## config.mk

```make
export PLATFORM = sky130hd
export DESIGN_NAME = dmux_4_way
export DESIGN_NICKNAME = d
export VERILOG_FILES = /design/src/rtl/dmux_4_way.sv
export SDC_FILE = /design/constraint.sdc
export NUM_CORES = 1
export LEC_CHECK = 0
export BUFFER_PORTS_ARGS = -buffer_cell sky130_fd_sc_hd__buf_2
export CAP_MARGIN = 10
export CORE_MARGIN = 2
export CORE_UTILIZATION = 50
export CTS_CLUSTER_SIZE = 28
export DETAILED_ROUTE_END_ITERATION = 16
export PLACE_DENSITY_LB_ADDON = 0.2
export SLEW_MARGIN = 40
export SYNTH_ARGS = -nofsm -noshare
export SYNTH_HDL_FRONTEND = slang
export SYNTH_SLANG_ARGS = --single-unit
```

## constraint.sdc

```tcl
create_clock -name clk -period 1.89 [get_ports clk]
set_clock_uncertainty 0.1 [all_clocks]
set_input_delay 0.378 -clock clk [delete_from_list [all_inputs] [get_ports clk]]
set_output_delay 0.378 -clock clk [all_outputs]
set_load 0.1 [all_outputs]
```

## src/rtl/dmux_4_way.sv

```systemverilog
// dmux_4_way: 1-to-4 demultiplexer with a combinational path, a one-cycle
// registered copy of that path, and per-channel saturating activity counters.
module dmux_4_way #(
  parameter int WIDTH = 1,
  parameter int CNT_W = 8
) (
  input  logic             clk,
  input  logic             rst,
  input  logic [WIDTH-1:0] in,
  input  logic [1:0]       sel,
  output logic [WIDTH-1:0] a,
  output logic [WIDTH-1:0] b,
  output logic [WIDTH-1:0] c,
  output logic [WIDTH-1:0] d,
  output logic [WIDTH-1:0] a_q,
  output logic [WIDTH-1:0] b_q,
  output logic [WIDTH-1:0] c_q,
  output logic [WIDTH-1:0] d_q,
  output logic [CNT_W-1:0] cnt_a,
  output logic [CNT_W-1:0] cnt_b,
  output logic [CNT_W-1:0] cnt_c,
  output logic [CNT_W-1:0] cnt_d
);

  localparam logic [CNT_W-1:0] CNT_MAX = {CNT_W{1'b1}};

  logic [WIDTH-1:0] w_a, w_b, w_c, w_d;
  logic [3:0]       w_hit;

  logic [WIDTH-1:0] r_a_q, r_b_q, r_c_q, r_d_q;
  logic [CNT_W-1:0] r_cnt [4];

  // Route `in` to the selected channel; the three unselected channels are zero.
  always_comb begin
    // NOTE: every output is assigned on every path through this block, so no
    // latch can be inferred; the ternary also lets an X on sel propagate as X.
    w_a = (sel == 2'b00) ? in : '0;
    w_b = (sel == 2'b01) ? in : '0;
    w_c = (sel == 2'b10) ? in : '0;
    w_d = (sel == 2'b11) ? in : '0;
  end

  // A channel is active in a cycle when it carries nonzero data.
  assign w_hit = {|w_d, |w_c, |w_b, |w_a};

  // One-cycle registered copy of the combinational channels.
  always_ff @(posedge clk or posedge rst) begin
    // NOTE: sequential state uses non-blocking assignments so every register
    // samples pre-edge values regardless of statement order.
    if (rst) begin
      r_a_q <= '0;
      r_b_q <= '0;
      r_c_q <= '0;
      r_d_q <= '0;
    end else begin
      r_a_q <= w_a;
      r_b_q <= w_b;
      r_c_q <= w_c;
      r_d_q <= w_d;
    end
  end

  // Saturating activity counters; only the active channel can advance.
  always_ff @(posedge clk or posedge rst) begin
    // NOTE: the counter array is small and must read zero straight out of
    // reset, so every entry is cleared explicitly rather than left unreset.
    if (rst) begin
      for (int i = 0; i < 4; i++) r_cnt[i] <= '0;
    end else begin
      for (int i = 0; i < 4; i++) begin
        if (w_hit[i] && (r_cnt[i] != CNT_MAX)) r_cnt[i] <= r_cnt[i] + 1'b1;
      end
    end
  end

  assign a     = w_a;
  assign b     = w_b;
  assign c     = w_c;
  assign d     = w_d;
  assign a_q   = r_a_q;
  assign b_q   = r_b_q;
  assign c_q   = r_c_q;
  assign d_q   = r_d_q;
  assign cnt_a = r_cnt[0];
  assign cnt_b = r_cnt[1];
  assign cnt_c = r_cnt[2];
  assign cnt_d = r_cnt[3];

endmodule

```

* After elaboration in Yosys (flattened, before gate mapping)
Index checks and enable logic that the tools add are counted.
** Operators by class
- Add/sub/neg operators :: 4
- Equality and inequality tests :: 7
- Muxes and demuxes :: 4
- Reduce and logical (&&, ||, !) cells :: 5
** Operators with widths (count)
- $add 8x1->8 const B :: 4
- $ne 8x8->1 const B :: 4
- $eq 2x2->1 const B :: 2
- $logic_and 1x1->1 :: 4
- $mux 1 :: 4
- $eq 2x1->1 const B :: 1
- $logic_not 2->1 :: 1
** Word-level totals
- Bits in registers :: 36
- Input port bits :: 5
- Output and inout port bits :: 40

* Longest topological paths before layout
Gate-level depths: netlist (run 1).
- Depth in word-level cells :: 3
- Gate-level depth with buffers :: 5
- Depth with buffers taken out :: 5

* Worst setup path after synthesis (run 1)
Ideal clock, no wire load.
- Path type :: reg2reg
- Start :: reg r_cnt (netlist bit cnt_b[3])
- End :: reg r_cnt (netlist bit cnt_b[1])
- Data arrival time :: 2.015 ns
- Slack :: -0.353 ns
- Cell stages (with the launch flop) :: 5
- Clock period less this slack :: 2.243 ns
- Cells stage by stage :: dfrtp_1 -> and3_4 -> nand3_1 -> o21ai_2 -> mux2_1
** On the way
- Word-level cells in the longest chain between the ends :: 2
** Ends and longest elaborated chain
- from (decl) :: line 31 : logic [CNT_W-1:0] r_cnt [4];
- $ne 8x8->1 :: line 71 : if (w_hit[i] && (r_cnt[i] != CNT_MAX)) r_cnt[i] <= r_cnt[i] + 1'b1;
- $logic_and 1x1->1 :: line 71
Every way passes these cells.
A chain may end at the register's enable or synchronous reset.

* Worst setup path in the final report (run 1)
- Start :: reg r_cnt (netlist bit cnt_a[2])
- End :: out cnt_a[2]
** RTL lines
- to (decl) :: line 19 : output logic [CNT_W-1:0] cnt_a,
No word-level cell between the ends.

==> results of run 1 <==
-- Yosys cell counts, drive strengths merged --
| master | n |
|---|---|
| a21boi | 1 |
| a21oi | 11 |
| a31oi | 4 |
| a41oi | 2 |
| and2 | 3 |
| and3 | 5 |
| and3b | 2 |
| and4 | 5 |
| buf | 3 |
| dfrtp | 36 |
| ha | 4 |
| inv | 2 |
| mux2 | 11 |
| mux2i | 2 |
| nand2 | 17 |
| nand2b | 3 |
| nand3 | 9 |
| nand4 | 5 |
| nand4b | 1 |
| nor2 | 9 |
| nor3 | 3 |
| nor3b | 1 |
| o21a | 1 |
| o21ai | 4 |
| o21bai | 1 |
| xnor2 | 8 |
| xor2 | 2 |
-- cells in the final DEF, fill, tap and decap left out, types with 2 or more instances in the layout --
master / n
nand4_1: 3
dfrtp_1: 14
a21oi_1: 11
inv_1: 2
xnor2_1: 8
and3b_1: 2
nand2_1: 16
buf_2: 40
mux2_1: 10
nand3_1: 8
o21ai_0: 2
clkbuf_4: 5
dfrtp_2: 18
mux2i_1: 2
and4_1: 2
dfrtp_4: 4
and3_1: 3
xor2_1: 2
buf_12: 4
clkbuf_8: 2
nor3_2: 3
nor2_1: 9
buf_4: 4
a31oi_1: 4
nand2b_1: 3
ha_1: 4
and3_4: 2
and4_4: 3
and2_1: 2
-- area by class of cell --
cell class | count | area [sq um] | area share, %
Sequential cell | 36 | 938 | 42.1
Multi-Input combinational cell | 114 | 847 | 38.0
Timing Repair Buffer | 48 | 310 | 13.9
Clock buffer | 8 | 68.8 | 3.09
Tap cell | 46 | 57.6 | 2.58
Inverter | 2 | 7.51 | 0.337
-- sequential cells by signal (all words and copies together), names as in the netlist --
signal,cells
d_q,1
cnt_a,8
cnt_c,8
cnt_d,8
c_q,1
b_q,1
a_q,1
cnt_b,8
-- cells by family after synthesis --
family,synth area share (%)
AND/OR/NAND/NOR,22.8
flip-flops,50.7
AO/OA/AOI/OAI,8.52
multiplexers,8.31
XOR/XNOR,4.93
buffers and inverters,1.90
adder cells (fa/ha/maj),2.82
-- worst paths after layout --
path	startpoint	to	slack, ns	cells past startpoint
setup / recovery	cnt_a[2]	cnt_a[2]	0.11	1
hold / removal	rst	cnt_d[2]	0.01	3
setup reg to reg	cnt_c[0]	cnt_c[1]	0.20	4
hold reg to reg	cnt_c[5]	cnt_c[5]	0.40	1
max in group asynchronous	rst	cnt_c[3]	1.32	3
min in group clk	sel[0]	a_q	0.20	2
-- metal layers --
| metal | vias up | GRT usage [%] |
|---|---|---|
| met5 | - | 0 |
| met4 | 0 | 9.51 |
| met3 | 8 | 5.54 |
| met2 | 48 | 31.4 |
| met1 | 662 | 23.5 |
| li1 | 663 | - |
-- metrics by stage --
stage / hold WS, ns / area (sq um) / setup WS (ns) / instances
after CTS: 0.0312 / 2230 / 0.111 / 254
after global routing: 0.0532 / 2230 / 0.0359 / 254
after global placement: 0.374 / 2160 / 0.217 / 246
after floorplan: 0.444 / 1820 / -0.263 / 155
final: 0.0114 / 2230 / 0.111 / 254
after detailed placement: 0.383 / 2160 / 0.172 / 246
==> out/metrics.cfg, run 1 <==
[timing]
maxSlewHeadroom_pct=67.3
finalCritPeriodShare_pct=94.1
finalMaxSlewViolations=0
worst_pin_slew_ns=0.493
fmax_ghz=0.562
setup-tns-final_ns=0
rsz0062_at_grt=false
period_minus_slack_ns=1.78
hold_viol=0
setup_viol=0

[worst_setup_path]
cp_slowest_cell=dfrtp_1
worstPathCellList=buf_2
path_class=flop to primary output
crit_buf_inv=1
critical-path-top-delay-family=flip-flops
cp.required_ns=1.41
cp.arrival_ns=1.30
critPathMaxStageDelay_ns=0.48
critPathMaxFanout=8
cp-end-kind=primary output
critPathLaunchType=flop

[clocking]
h-tree-depth=2
cts_resized=0
postCtsSetupRepairBufs=0
cts_made_buffers=5
clkTransAtPathRegs_ns=0.12
cts_tree=done
clock_sinks=36
clock_path_buffers=2
clkLatencyLatePin_ns=0.34
clock_tree.root_cell=clkbuf_4
hold_buffers=0

[floorplan]
dieArea_sq_um=4050
core_area_sq_um=3360
io_pins=45
floorplan.initialDensity_pct=52.8
die_h_um=63.6
rows=21
fp.dieW_um=63.6

[job]
cap_violations=0

[place]
io_buffers=44
gp_congestion=0.839
dp_hpwl_um=2730

[synth]
synthTopCellsByArea=dfrtp_1 (51%), mux2_1 (6.3%), xnor2_1 (3.9%)
synth_largest_area_cell=dfrtp_1
synth.distinct_cells=38
syn_inst=155
syn_area_sq_um=1780
ys_seq_area_share_pct=50.7
syn_nets=164
yosys.area.top_type_share_pct=50.7
avgSynthCellArea_sq_um=11.5
yosys_warnings=0
ys_seq_elements=36

[global_routing]
grt_pass1_wl_um=6000
grt.total_usage_pct=19.4
antenna_found_initial=0
grt_max_degree=37
grt_pass1_vias=1319
gr-total-overflow=0

[drt]
drt-pass1-iter-count=4
wl_met1_um=1580
met3_length_um=203
wl_met2_um=1830
routed.top_layer=met4
drt-total-wl_um=3700
vias_per_cell=5.44
dr_total_vias=1381
wire_per_inst_um=14.6
ant_nets=0
drt-initial-drc-count=61
drc=0

[layout]
antenna_cells=0
final_net_count=216
syn_to_final_growth_pct=25.5
n_fill_cell=290
drive_above_1_share_pct=45.2
fin_util_pct=66.3

[min_path]
min_path_type=input pin to async pin

[outcome]
status=completed

Power of run 1 is not shown: default switching activity piles up to over one toggle a cycle in this logic, so the estimate is an artifact.
==> inputs of run 2 (changes only) <==
--- a/constraint.sdc
+++ b/constraint.sdc
@@ -4,2 +4,2 @@
 set_output_delay 0.378 -clock clk [all_outputs]
-set_load 0.1 [all_outputs]
+set_load 0.01 [all_outputs]
==> run 2 against run 1 <==
Highest routed layer unchanged; count of clock-buffer cells in the layout is 1 lower; utilization is 3.6 points lower; via count is 0.94% lower; setup slack better by 0.13 ns; fmax is 7.9% higher; first-iteration DRC count is 46% higher.
==> out/metrics.cfg, run 2 (synthesis results as in run 1) <==
[timing]
whs_ns=0.0314
setup-tns-final_ns=0
period_minus_slack_ns=1.65
hold_viol=0
finalMaxSlewViolations=0
finalCritPeriodShare_pct=87.2
worst_pin_slew_ns=0.443
rsz0062_at_grt=false
maxSlewHeadroom_pct=70.4
fmax_ghz=0.607
setup_viol=0

[outcome]
status=completed

[layout]
final_net_count=214
antenna_cells=0
drive_above_1_share_pct=33.7
fin_util_pct=62.7
final_cells=251
final_common_cell=buf_2
n_fill_cell=306
most-common-layout-cells=buf_2 (44), dfrtp_1 (36), nand2_1 (16)
syn_to_final_growth_pct=18.7

[worst_setup_path]
r2r_end=cnt_c[1]
cp.required_ns=2.01
critPathLaunchType=flop
worstPathCellList=ha_1 > and4_4 > nand2b_1 > mux2_1
r2r_start=cnt_c[0]
path_class=flop to flop
cp.arrival_ns=1.77
critPathMaxStageDelay_ns=0.46
cp-end-kind=flop
critPathMaxFanout=4
rrSetupSlack_ns=0.24
cp_slowest_cell=dfrtp_1
r2r_cells=4

[place]
gp_congestion=0.799
dp_hpwl_um=2500
io_buffers=44
dp.cells=244

[global_routing]
grt.total_usage_pct=18.1
gr-total-overflow=0
grt_max_degree=37
top_usage_layer=met2
met3_usage_pct=3.39
grt_util_met2_pct=30.7
use_met1_pct=23.0
grt_pass1_wl_um=5800
antenna_found_initial=0
grt_pass1_vias=1255

[floorplan]
fp.dieW_um=63.6
die_h_um=63.6
io_pins=45
dieArea_sq_um=4050
rows=21
floorplan.initialDensity_pct=52.8
core_area_sq_um=3360

[pwr]
p_leak_nw=1.03
power_mw=2.42
pwr-share-comb_pct=28.4
pwr_density_cell_nw_per_um2=1150
seqPwrFrac_pct=52.7
internal-power_mw=1.51
peakVddDrop_uv=643
switching_share_pct=37.4
p_sw_mw=0.907
clockPowerShare_pct=18.9

[drt]
drt-pass1-iter-count=4
dr_total_vias=1368
drt-initial-drc-count=89
drc=0
drt-total-wl_um=3390
wire_per_inst_um=13.5
ant_nets=0
vias_per_cell=5.45

[clocking]
cts_resized=0
h-tree-depth=2
clock_tree.root_cell=clkbuf_4
cts_tree=done
postCtsSetupRepairBufs=0
cts_made_buffers=5
clock_sinks=36
clock_path_buffers=2
clkLatencyLatePin_ns=0.33
clkTransAtPathRegs_ns=0.10
hold_buffers=0

[job]
cap_violations=0

[min_path]
min_path_type=input pin to async pin

## run 2: critical path: cells and delay by family, from the launching register on
kind                       cells  cell delay, ns
adders and majority gates      1            0.25
and+or+nand+nor                2            0.41
muxes                          1            0.33
DFF                            1            0.46
## run 2: cell type report
| class | instances | area (sq um) | share of cell area, % |
|---|---|---|---|
| clock buffers | 7 | 65.1 | 3.09 |
| well taps | 46 | 57.6 | 2.73 |
| flip-flops and latches | 36 | 901 | 42.7 |
| repair buffers | 46 | 235 | 11.2 |
| inverters | 2 | 7.51 | 0.356 |
| multi-input cells | 114 | 842 | 39.9 |
## run 2: power groups by stage
stage / logic [mW] / clock network (mW) / registers, mW
after floorplan: 0.323 / 0 / 1.35
after global placement: 0.685 / 0 / 1.27
after detailed placement: 0.699 / 0 / 1.29
after CTS: 0.702 / 0.471 / 1.28
after global routing: 0.770 / 0.511 / 1.33
final: 0.688 / 0.457 / 1.28
## run 2: how the worst max path moves through the flow
stage                to  cells past startpoint     start  slack (ns)
6_report       cnt_c[1]                      4  cnt_c[0]        0.24
3_5_place_dp   cnt_b[7]                      5    sel[1]        0.12
4_1_cts        cnt_c[1]                      4  cnt_c[0]        0.24
2_1_floorplan  cnt_c[1]                      4  cnt_c[0]        0.29
5_1_grt        cnt_d[1]                      4  cnt_d[0]        0.17
3_3_place_gp   cnt_b[7]                      5    sel[1]        0.21
## run 2: stage by stage
stage               cell area, sq um  setup slack [ns]
finish                          2110             0.242
global route                    2110             0.166
CTS                             2110             0.238
detailed placement              2040             0.119
global placement                2040             0.208
floorplan                       1780             0.294
## run 2: layer usage
| layer | part of all wire (%) | vias to the layer above |
|---|---|---|
| met5 | 0 | - |
| met2 | 49 | 59 |
| met3 | 6.4 | 7 |
| met4 | 1.6 | 0 |
| met1 | 43 | 645 |
| li1 | - | 657 |
Power figures use the tool's default switching activity.
